==> config.mk <==
export PLATFORM = sky130hd
export DESIGN_NAME = vga_scan_engine
export DESIGN_NICKNAME = d
export VERILOG_FILES = /design/src/rtl/vga_scan_engine.sv
export SDC_FILE = /design/constraint.sdc
export NUM_CORES = 1
export LEC_CHECK = 0
export CAP_MARGIN = 15
export CORE_MARGIN = 1
export CORE_UTILIZATION = 54
export DETAILED_ROUTE_END_ITERATION = 10
export PLACE_DENSITY_LB_ADDON = 0.05
export SLEW_MARGIN = 20
export SYNTH_ARGS = -nofsm -noshare
export SYNTH_HDL_FRONTEND = slang
export SYNTH_SLANG_ARGS = --single-unit
==> constraint.sdc <==
create_clock -name clk -period 5.4 [get_ports clk]
set_input_delay 0.54 -clock clk [delete_from_list [all_inputs] [get_ports clk]]
set_output_delay 0.54 -clock clk [all_outputs]
set_load 0.01 [all_outputs]
==> src/rtl/vga_scan_engine.sv <==
// rtl/vga_scan_engine.sv - VGA scan-out engine; optional colour-bar source under VGA_SCAN_TEST_PATTERN_EN
module vga_scan_engine #(
    parameter int H_ACTIVE    = 640,
    parameter int H_FP        = 16,
    parameter int H_SYNC      = 96,
    parameter int H_BP        = 48,
    parameter int V_ACTIVE    = 480,
    parameter int V_FP        = 10,
    parameter int V_SYNC      = 2,
    parameter int V_BP        = 33,
    parameter int CLK_DIV     = 2,
    parameter int SCALE_SHIFT = 2,
    parameter int FB_WIDTH    = 160,
    parameter int ADDR_W      = 15,
    parameter int DATA_W      = 24,
    parameter int RD_LAT      = 1
) (
    input  logic                  clk,
    input  logic                  rst,
    input  logic                  enable,
    output logic [ADDR_W-1:0]     rd_addr,
    output logic                  rd_en,
    input  logic [DATA_W-1:0]     rd_data,
    output logic                  front_sel,
    input  logic                  swap_req,
    output logic                  swap_ack,
    output logic                  frame_start,
    output logic [DATA_W/3-1:0]   vga_r,
    output logic [DATA_W/3-1:0]   vga_g,
    output logic [DATA_W/3-1:0]   vga_b,
    output logic                  vga_hs,
    output logic                  vga_vs,
    output logic                  vga_blank_n,
    output logic                  vga_sync_n,
    output logic                  vga_clk_en
`ifdef VGA_SCAN_TEST_PATTERN_EN
    ,
    input  logic                  test_mode
`endif
);

    localparam int H_TOTAL    = H_ACTIVE + H_FP + H_SYNC + H_BP;
    localparam int V_TOTAL    = V_ACTIVE + V_FP + V_SYNC + V_BP;
    localparam int H_W        = $clog2(H_TOTAL);
    localparam int V_W        = $clog2(V_TOTAL);
    localparam int DIV_W      = (CLK_DIV > 1) ? $clog2(CLK_DIV) : 1;
    localparam int C_W        = DATA_W / 3;
    localparam int HS_START   = H_ACTIVE + H_FP;
    localparam int HS_END     = HS_START + H_SYNC;
    localparam int VS_START   = V_ACTIVE + V_FP;
    localparam int VS_END     = VS_START + V_SYNC;
    localparam int SCALE_MASK = (1 << SCALE_SHIFT) - 1;

    logic [DIV_W-1:0]  div_cnt;
    logic [H_W-1:0]    h;
    logic [V_W-1:0]    v;
    logic [ADDR_W-1:0] row_base;

    logic              tick;
    logic              h_last;
    logic              v_last;
    logic              row_step;
    logic              active_now;
    logic              hs_now;
    logic              vs_now;
    logic              rd_gate;
    logic [ADDR_W-1:0] addr_now;

    logic              act0;
    logic              hs0;
    logic              vs0;
    logic [RD_LAT-1:0] act_d;
    logic [RD_LAT-1:0] hs_d;
    logic [RD_LAT-1:0] vs_d;

    assign tick       = enable && (div_cnt == DIV_W'(CLK_DIV - 1));
    assign h_last     = (int'(h) == H_TOTAL - 1);
    assign v_last     = (int'(v) == V_TOTAL - 1);
    // Row base steps by one stride each time v enters a new framebuffer row
    assign row_step   = ((v & V_W'(SCALE_MASK)) == V_W'(SCALE_MASK));
    assign active_now = (int'(h) < H_ACTIVE) && (int'(v) < V_ACTIVE);
    assign hs_now     = !((int'(h) >= HS_START) && (int'(h) < HS_END));
    assign vs_now     = !((int'(v) >= VS_START) && (int'(v) < VS_END));
    assign addr_now   = row_base + ADDR_W'(h >> SCALE_SHIFT);

    assign vga_hs      = hs_d[RD_LAT-1];
    assign vga_vs      = vs_d[RD_LAT-1];
    assign vga_blank_n = act_d[RD_LAT-1];
    assign vga_sync_n  = 1'b0;
    assign vga_clk_en  = tick;

    // Pixel divider, h/v scan counters and the row-base accumulator
    always_ff @(posedge clk or negedge rst) begin
        if (!rst) begin
            div_cnt  <= '0;
            h        <= '0;
            v        <= '0;
            row_base <= '0;
        end else if (!enable) begin
            div_cnt  <= '0;
            h        <= '0;
            v        <= '0;
            row_base <= '0;
        end else if (tick) begin
            div_cnt <= '0;
            if (h_last) begin
                h <= '0;
                if (v_last) begin
                    v        <= '0;
                    row_base <= '0;
                end else begin
                    v <= v + V_W'(1);
                    if (row_step)
                        row_base <= row_base + ADDR_W'(FB_WIDTH);
                end
            end else begin
                h <= h + H_W'(1);
            end
        end else begin
            div_cnt <= div_cnt + DIV_W'(1);
        end
    end

    // Read request stage, frame marker and vblank-aligned buffer swap
    always_ff @(posedge clk or negedge rst) begin
        if (!rst) begin
            rd_addr     <= '0;
            rd_en       <= 1'b0;
            act0        <= 1'b0;
            hs0         <= 1'b1;
            vs0         <= 1'b1;
            frame_start <= 1'b0;
            swap_ack    <= 1'b0;
            front_sel   <= 1'b0;
        end else begin
            frame_start <= 1'b0;
            swap_ack    <= 1'b0;
            if (!enable) begin
                rd_addr <= '0;
                rd_en   <= 1'b0;
                act0    <= 1'b0;
                hs0     <= 1'b1;
                vs0     <= 1'b1;
            end else if (tick) begin
                rd_addr     <= addr_now;
                rd_en       <= active_now && rd_gate;
                act0        <= active_now;
                hs0         <= hs_now;
                vs0         <= vs_now;
                frame_start <= (h == '0) && (v == '0);
                if ((h == '0) && (int'(v) == V_ACTIVE) && swap_req) begin
                    front_sel <= ~front_sel;
                    swap_ack  <= 1'b1;
                end
            end
        end
    end

    // Delay sync and blank by the RAM latency so they line up with rd_data
    always_ff @(posedge clk or negedge rst) begin
        if (!rst) begin
            act_d <= '0;
            hs_d  <= '1;
            vs_d  <= '1;
        end else if (!enable) begin
            act_d <= '0;
            hs_d  <= '1;
            vs_d  <= '1;
        end else if (tick) begin
            act_d[0] <= act0;
            hs_d[0]  <= hs0;
            vs_d[0]  <= vs0;
            for (int i = 1; i < RD_LAT; i++) begin
                act_d[i] <= act_d[i-1];
                hs_d[i]  <= hs_d[i-1];
                vs_d[i]  <= vs_d[i-1];
            end
        end
    end

`ifdef VGA_SCAN_TEST_PATTERN_EN
    logic [2:0]        bar_now;
    logic [2:0]        bar0;
    logic              pat0;
    logic [2:0]        bar_d [RD_LAT];
    logic [RD_LAT-1:0] pat_d;

    assign rd_gate = !test_mode;

    // Bar index h*8/H_ACTIVE as a count of crossed bar boundaries
    always_comb begin
        bar_now = 3'd0;
        for (int k = 1; k < 8; k++) begin
            if (int'(h) * 8 >= k * H_ACTIVE)
                bar_now = bar_now + 3'd1;
        end
    end

    // Pattern select and bar index travel alongside the blank pipeline
    always_ff @(posedge clk or negedge rst) begin
        if (!rst) begin
            bar0  <= '0;
            pat0  <= 1'b0;
            pat_d <= '0;
            for (int i = 0; i < RD_LAT; i++)
                bar_d[i] <= '0;
        end else if (!enable) begin
            bar0  <= '0;
            pat0  <= 1'b0;
            pat_d <= '0;
            for (int i = 0; i < RD_LAT; i++)
                bar_d[i] <= '0;
        end else if (tick) begin
            bar0     <= bar_now;
            pat0     <= test_mode;
            bar_d[0] <= bar0;
            pat_d[0] <= pat0;
            for (int i = 1; i < RD_LAT; i++) begin
                bar_d[i] <= bar_d[i-1];
                pat_d[i] <= pat_d[i-1];
            end
        end
    end
`else
    assign rd_gate = 1'b1;
`endif

    // Colour mux: framebuffer data (or bars) inside the active area, black outside
    always_comb begin
        vga_r = '0;
        vga_g = '0;
        vga_b = '0;
        if (act_d[RD_LAT-1]) begin
            vga_r = rd_data[3*C_W-1:2*C_W];
            vga_g = rd_data[2*C_W-1:C_W];
            vga_b = rd_data[C_W-1:0];
`ifdef VGA_SCAN_TEST_PATTERN_EN
            if (pat_d[RD_LAT-1]) begin
                vga_r = {C_W{bar_d[RD_LAT-1][2]}};
                vga_g = {C_W{bar_d[RD_LAT-1][1]}};
                vga_b = {C_W{bar_d[RD_LAT-1][0]}};
            end
`endif
        end
    end

endmodule

# Yosys cells after proc, flatten, opt, wreduce, memory -nomap -nowiden
# Cells that the tools add are included.
# totals
out_inout_bits	48
regBits	60
word_cells	83
# op_classes
magnitude_cmp	6
reduce_logical	14
addsub	5
n_bitwise	1
mux	36
eq_ne	7
# ops
op	n
$mux 15	7
$mux 10	7
$mux 8	3
$add 10x1->10 const B	2
$eq 10x10->1 const B	2
$logic_not 10->1	2
$lt 10x10->1 const B	2
$lt 10x9->1 const B	2
$mux 1	19
$add 15x8->15	1
$add 15x8->15 const B	1
$eq 10x9->1 const B	1
$ge 10x10->1 const B	1
$ge 10x9->1 const B	1
$logic_and 1x1->1	7
$reduce_and 3->1	2
$ne 2x1->1 const B	2
$ne 3x1->1 const B	1
$eq 2x2->1 const B	1
$logic_not 1->1	2
$reduce_and 2->1	1
$add 1x1->1 const B	1
$not 1->1	1

# Depth between registers and ports, before layout
# Gate-level depths: netlist of run 1.
# depth
ltp_word	6
depth_mapped	7

# Worst setup path before layout of run 1
# Ideal clock, no wire load.
# synth_timing
path_type	reg2reg
start	register h[8]
end	register rd_addr[13]
t_arrival_ns	1.622
t_required_ns	5.318
path_stages_with_launch	6
setup_slack_ns	3.697
synth_period_minus_slack_ns	1.703
path_buffers	0
setup_ns	0.082
cell_sequence	dfrtp_1 ha_1 a21o_1 a21oi_1 o21ai_0 a31oi_1
# synth_via
elab_chain_cells	3
# synth_rtl
element	line	source
from (decl)	55	logic [H_W-1:0] h;
from (signal assigned)	117	h <= h + H_W'(1);
$add 15x8->15	84	assign addr_now = row_base + ADDR_W'(h >> SCALE_SHIFT);
$mux 15	144	end else if (tick) begin
$mux 15	138	if (!enable) begin
to (signal assigned)	145	rd_addr <= addr_now;
to (decl)	21	output logic [ADDR_W-1:0] rd_addr,
# Every way passes these cells. The select of a mux whose other input is x is not followed.
# A chain may end at the register's enable or synchronous reset.

# Worst setup path after layout of run 1
# layout_timing
start	input port enable
end	output port vga_clk_en
# layout_via
elab_chain_cells	1
# layout_rtl
element	line	source
from (decl)	20	input logic enable,
$logic_and 1x1->1	76	assign tick = enable && (div_cnt == DIV_W'(CLK_DIV - 1));
to (decl)	35	output logic vga_clk_en
# Every way passes these cells.

==> results.json, run 1 <==
{
  "status": "finished, final reports clean",
  "cts_sinks": 55,
  "crit_path_end_kind": "primary output",
  "grt_antenna_before_repair": 0,
  "syn_area_per_cell_sq_um": 9.12,
  "io_buffers": 74,
  "path_clk_slew_ns": 0.11,
  "fill_cells": 428,
  "ys_seq_area_frac": 0.427,
  "finalCritPeriodShare": 0.560,
  "crit_type": "in -> out",
  "grt_overflow_total": 0,
  "rsz0062_at_grt": "no",
  "setup-violations-final": 0,
  "syn_area_sq_um": 3240,
  "min_period_ns": 3.03,
  "min_path_type": "in -> async",
  "slowest_stage": "clkdlybuf4s50_1",
  "start_util": 0.574,
  "max_freq_ghz": 0.331,
  "wire_per_inst_um": 16.6,
  "nNetsFinal": 454,
  "crit_fanout": 14,
  "die_w_um": 79.4,
  "cp.required_ns": 4.86,
  "p_leak_uw": 0.00165,
  "ys_types": 52,
  "die_y_um": 79.4,
  "finalMaxSlewViolations": 0,
  "drt_wl_total_um": 8130,
  "grt_max_degree": 56,
  "cp_cell_sequence": "clkdlybuf4s50_1 > nand2_1 > clkinv_1 > clkdlybuf4s50_1",
  "cts_setup_buffers": 0,
  "clockRootBuffer": "clkbuf_8",
  "synthArstFlopShare": 1.00,
  "peakVddDrop_uv": 130,
  "cts_tree": "yes",
  "clock_path_buffers": 2,
  "cap_violations": 0,
  "cpPeakStageDelay_ns": 0.67,
  "yosys_warnings": 0,
  "ant_nets": 0,
  "maxSlewHeadroom": 0.316,
  "coreArea_sq_um": 5640,
  "start_kind": "input port",
  "clk_latency_ns": 0.32,
  "vias": 2977,
  "p_per_area_nw_per_um2": 187,
  "crit_family": "buffers and inverters",
  "cts_resized": 0,
  "path_common_cell": "clkdlybuf4s50_1",
  "synthCells": 355,
  "hold_viol_final": 0,
  "setup_tns_ns": 0,
  "drive_above_1_share": 0.0550,
  "n_antenna_cell": 0,
  "skew_ns": 0.0130,
  "worstMarginPinSlew_ns": 1.02,
  "ctsHoldBuffers": 0,
  "worstPathArrival_ns": 2.49,
  "firstDrtPassIters": 5,
  "synth_edf_count": 0,
  "tritoncts.num_buffers": 5,
  "routabilityCongestion": 0.833,
  "routed_via_density": 6.08,
  "area_growth_pct": 25.8,
  "boundaryPins": 76,
  "path_buf_inv": 3,
  "ys_seq_elements": 55,
  "rows": 27,
  "grt_pass1_wl_um": 13600,
  "dieArea_sq_um": 6310,
  "cts-htree-levels": 2,
  "drcViolationCount": 0,
  "r2r_slack_ns": 2.97,
  "hpwlAfterDp_um": 5990,
  "grt_pass1_vias": 2718,
  "drt_iter0_drc": 287,
  "total_power_uw": 762,
  "synth_ff_type": "dfrtp_1",
  "grt_use_total": 0.277
}
where the power goes:
group	switching [uW]	internal (uW)	leakage, uW
Combinational	41.9	43.8	0.000848
Sequential	6.50	417	0.000747
Clock	144	108	0.0000533
Total	193	570	0.00165
flip-flops by register name (all words and copies together) (netlist names):
register     count
rd_addr         15
h               10
row_base        10
v               10
act0             1
div_cnt          1
frame_start      1
front_sel        1
hs0              1
swap_ack         1
vga_blank_n      1
vga_hs           1
vga_vs           1
vs0              1
final timing paths:
path                            from           to  depth (start not counted)
max                           enable   vga_clk_en                          4
min                              rst   rd_addr[9]                          2
max reg2reg                  div_cnt  row_base[6]                          6
min reg2reg                front_sel    front_sel                          1
max in group asynchronous        rst         v[0]                          2
min in group clk           front_sel    front_sel                          1
cell usage after synthesis, types with 6 or more instances:
library cell | count | area [sq um]
nand4_1 | 12 | 75.1
xor2_1 | 7 | 61.3
or3_1 | 7 | 43.8
clkbuf_1 | 13 | 48.8
nor3_1 | 6 | 30.0
nor2_1 | 22 | 82.6
nand2_1 | 23 | 86.3
inv_1 | 11 | 41.3
dfrtp_1 | 51 | 1280
nand3_1 | 21 | 105
and2_1 | 27 | 169
a21oi_1 | 12 | 60.1
a31oi_1 | 23 | 144
mux2i_1 | 8 | 80.1
o21ai_0 | 27 | 135
ha_1 | 9 | 113
kinds of logic after synthesis:
group	synth area share
and+or+nand+nor	0.267
other	0.00116
muxes	0.0247
adders and majority gates	0.0348
buffers and inverters	0.0537
AOI/OAI and AO/OA	0.162
DFF	0.427
xor gates and xnor gates	0.0298
stage by stage:
stage | area, sq um | std cells | setup WS [ns] | utilization | hold WS [ns]
after floorplan | 3240 | 356 | 3.70 | - | 0.244
after global placement | 3970 | 482 | 2.48 | 0.704 | 0.459
after detailed placement | 3970 | 482 | 2.40 | 0.704 | 0.463
after CTS | 4070 | 490 | 2.40 | 0.722 | 0.362
after global routing | 4070 | 490 | 2.27 | 0.722 | 0.400
final | 4070 | 490 | 2.37 | 0.722 | 0.340
routing by layer:
metal / part of all wire / global-route usage / vias to the layer above
met5: 0 / 0 / -
met2: 0.49 / 0.447 / 118
met3: 0.054 / 0.0389 / 9
met1: 0.45 / 0.389 / 1430
li1: - / - / 1420
met4: 0.012 / 0.0764 / 0
cell usage in the layout, fill, tap and decap left out, types with 4 or more instances in the layout:
cell | Yosys | routed
nand3_1 | 21 | 21
nor4_1 | 4 | 4
nand4_1 | 12 | 12
ha_1 | 9 | 9
dfrtp_1 | 51 | 51
nor2_1 | 22 | 22
xor2_1 | 7 | 7
a21oi_1 | 12 | 12
dfstp_2 | 4 | 4
o21ai_0 | 27 | 27
nor3_1 | 6 | 6
inv_1 | 11 | 11
nand2_1 | 23 | 23
clkbuf_8 | 0 | 6
mux2i_1 | 8 | 8
and2_1 | 27 | 27
xnor2_1 | 4 | 4
and4_1 | 4 | 4
a31oi_1 | 23 | 23
or3_1 | 7 | 7
clkdlybuf4s50_1 | 0 | 73
nand2b_1 | 4 | 4
cell type report:
type | instances | area [sq um] | share of cell area
multi-input combinational | 265 | 1690 | 0.415
sequential | 55 | 1380 | 0.339
timing repair buffer | 77 | 758 | 0.186
tap | 72 | 90.1 | 0.0221
clock buffer | 6 | 82.6 | 0.0203
inverter | 13 | 48.8 | 0.0120
clock inverter | 2 | 20.0 | 0.00492
No activity file was read; power rests on OpenSTA's default activity.
==> run 2, diff against run 1 <==
--- a/config.mk
+++ b/config.mk
@@ -7,7 +7,7 @@
 export LEC_CHECK = 0
 export CAP_MARGIN = 15
 export CORE_MARGIN = 1
-export CORE_UTILIZATION = 54
+export CORE_UTILIZATION = 45
 export DETAILED_ROUTE_END_ITERATION = 10
 export PLACE_DENSITY_LB_ADDON = 0.05
 export SLEW_MARGIN = 20
==> constraint.sdc (replaced) <==
create_clock -name clk -period 2.6 [get_ports clk]
set_input_delay 0.26 -clock clk [delete_from_list [all_inputs] [get_ports clk]]
set_output_delay 0.26 -clock clk [all_outputs]
set_load 0.01 [all_outputs]
==> run 2 against run 1 <==
- die area increased by 19%
- flip-flop and latch count did not move
- first-iteration DRC count decreased by 47%
- sequential share of layout area is 0.86 points lower
- power is 100% higher
- sequential power is 110% higher
- global-route usage down 3.9 points
- wire length increased by 3.0%
- worst setup slack lost 2.0 ns
- clock-buffer cell count stayed put
- highest routed layer unchanged
==> results.json, run 2 (synthesis results as in run 1) <==
{
  "hold_viol_final": 0,
  "fin_ws_ns": 0.349,
  "cts_tree": "yes",
  "firstDrtPassIters": 5,
  "p_leak_uw": 0.00169,
  "grt_pass1_wl_um": 13900,
  "drt_iter0_drc": 151,
  "pre_cts_ws_ns": 0.475,
  "drive_above_1_share": 0.0724,
  "seq_power_share": 0.565,
  "finalMaxSlewViolations": 0,
  "peakVddDrop_uv": 222,
  "dieArea_sq_um": 7540,
  "routabilityCongestion": 0.810,
  "crit_start": "div_cnt",
  "setup-violations-final": 0,
  "drcViolationCount": 0,
  "boundaryPins": 76,
  "drt_wl_total_um": 8370,
  "r2r_end": "h[6]",
  "p_comb_frac": 0.120,
  "switchingPower_uw": 397,
  "area_growth_pct": 29.1,
  "rsz0062_at_grt": "no",
  "layout_common_cells": "clkdlybuf4s50_1 (73), dfrtp_1 (51), and2_1 (27), o21ai_0 (27)",
  "place_inst": 515,
  "max_freq_ghz": 0.444,
  "min_period_ns": 2.25,
  "tritoncts.num_buffers": 5,
  "cts-htree-levels": 2,
  "maxSlewHeadroom": 0.514,
  "crit-reg2reg-launch": "div_cnt",
  "crit_path_end_kind": "primary output",
  "hpwlAfterDp_um": 6350,
  "p_clk_frac": 0.315,
  "crit_end": "vga_clk_en",
  "io_buffers": 74,
  "cts_resized": 0,
  "grt_use_total": 0.238,
  "largest_reg_flops": 15,
  "worstPathArrival_ns": 1.99,
  "final_common_cell": "clkdlybuf4s50_1",
  "die_y_um": 86.8,
  "start_util": 0.471,
  "nNetsFinal": 464,
  "cp.required_ns": 2.34,
  "crit_fanout": 11,
  "fill_cells": 621,
  "cts_setup_buffers": 0,
  "n_antenna_cell": 0,
  "grt_overflow_total": 0,
  "final_cells": 524,
  "status": "finished, final reports clean",
  "clk_latency_ns": 0.32,
  "clock_path_buffers": 2,
  "cts_sinks": 55,
  "swShare": 0.255,
  "grt_max_degree": 29,
  "grt_pass1_vias": 2769,
  "worstMarginPinSlew_ns": 0.725,
  "r2r_cells": 6,
  "skew_ns": 0.0118,
  "p_per_area_nw_per_um2": 373,
  "coreArea_sq_um": 6870,
  "crit_type": "reg -> out",
  "die_w_um": 86.8,
  "r2r_slack_ns": 0.45,
  "min_path_type": "reg -> reg",
  "routed_via_density": 5.65,
  "ant_nets": 0,
  "finalCritPeriodShare": 0.866,
  "path_clk_slew_ns": 0.10,
  "cap_violations": 0,
  "internal-power_uw": 1160,
  "start_kind": "register",
  "rows": 30,
  "wire_per_inst_um": 16.0,
  "vias": 2961,
  "grt_antenna_before_repair": 0,
  "setup_tns_ns": 0,
  "regMostFlops": "rd_addr",
  "clockRootBuffer": "clkbuf_8"
}
-- run 2: area by class of cell --
class / count / area (sq um) / share of cell area
clock buffers: 6 / 72.6 / 0.0174
clock inverters: 2 / 16.3 / 0.00389
inverters: 13 / 48.8 / 0.0117
multi-input cells: 265 / 1690 / 0.405
flip-flops and latches: 55 / 1380 / 0.331
well taps: 96 / 120 / 0.0287
repair buffers: 87 / 848 / 0.203
-- run 2: layer usage --
layer,wire length (um),global-route usage
met1,3700,0.326
met2,4180,0.397
met3,422,0.0371
met4,73,0.0561
met5,0,0
-- run 2: how the worst min path moves through the flow --
stage	slack [ns]	cells after the start	start	end
finish	0.49	1	front_sel	front_sel
global route	0.50	3	swap_req	swap_ack
CTS	0.48	3	swap_req	swap_ack
detailed placement	0.34	1	rst	h[8]
global placement	0.32	1	rst	h[6]
floorplan	-0.04	0	rst	act0
-- run 2: power groups by stage --
stage	Combinational, uW	Clock [uW]	Sequential (uW)
finish	187	490	881
global route	206	533	884
CTS	190	507	881
detailed placement	188	0	898
global placement	187	0	898
floorplan	72.4	0	895
-- run 2: what timing repair did --
action | in CTS | in global routing
hold endpoints to repair | 27 | 0
hold buffers | 1 | 0
setup endpoints to repair | 0 | 0
-- run 2: worst max-delay path: stages (launching register included) --
cell and delay [ns]:
dfrtp_1 0.55, nand2_1 0.29, clkinv_1 0.28, clkdlybuf4s50_1 0.55
-- run 2: through the flow --
stage               hold WS [ns]  utilization  cell area, sq um  power, uW
finish                     0.485        0.608              4180       1560
global route               0.503        0.608              4180       1620
CTS                        0.485        0.608              4180       1580
detailed placement         0.338        0.594              4080       1090
global placement           0.325        0.594              4080       1090
floorplan                -0.0356            -              3240        967
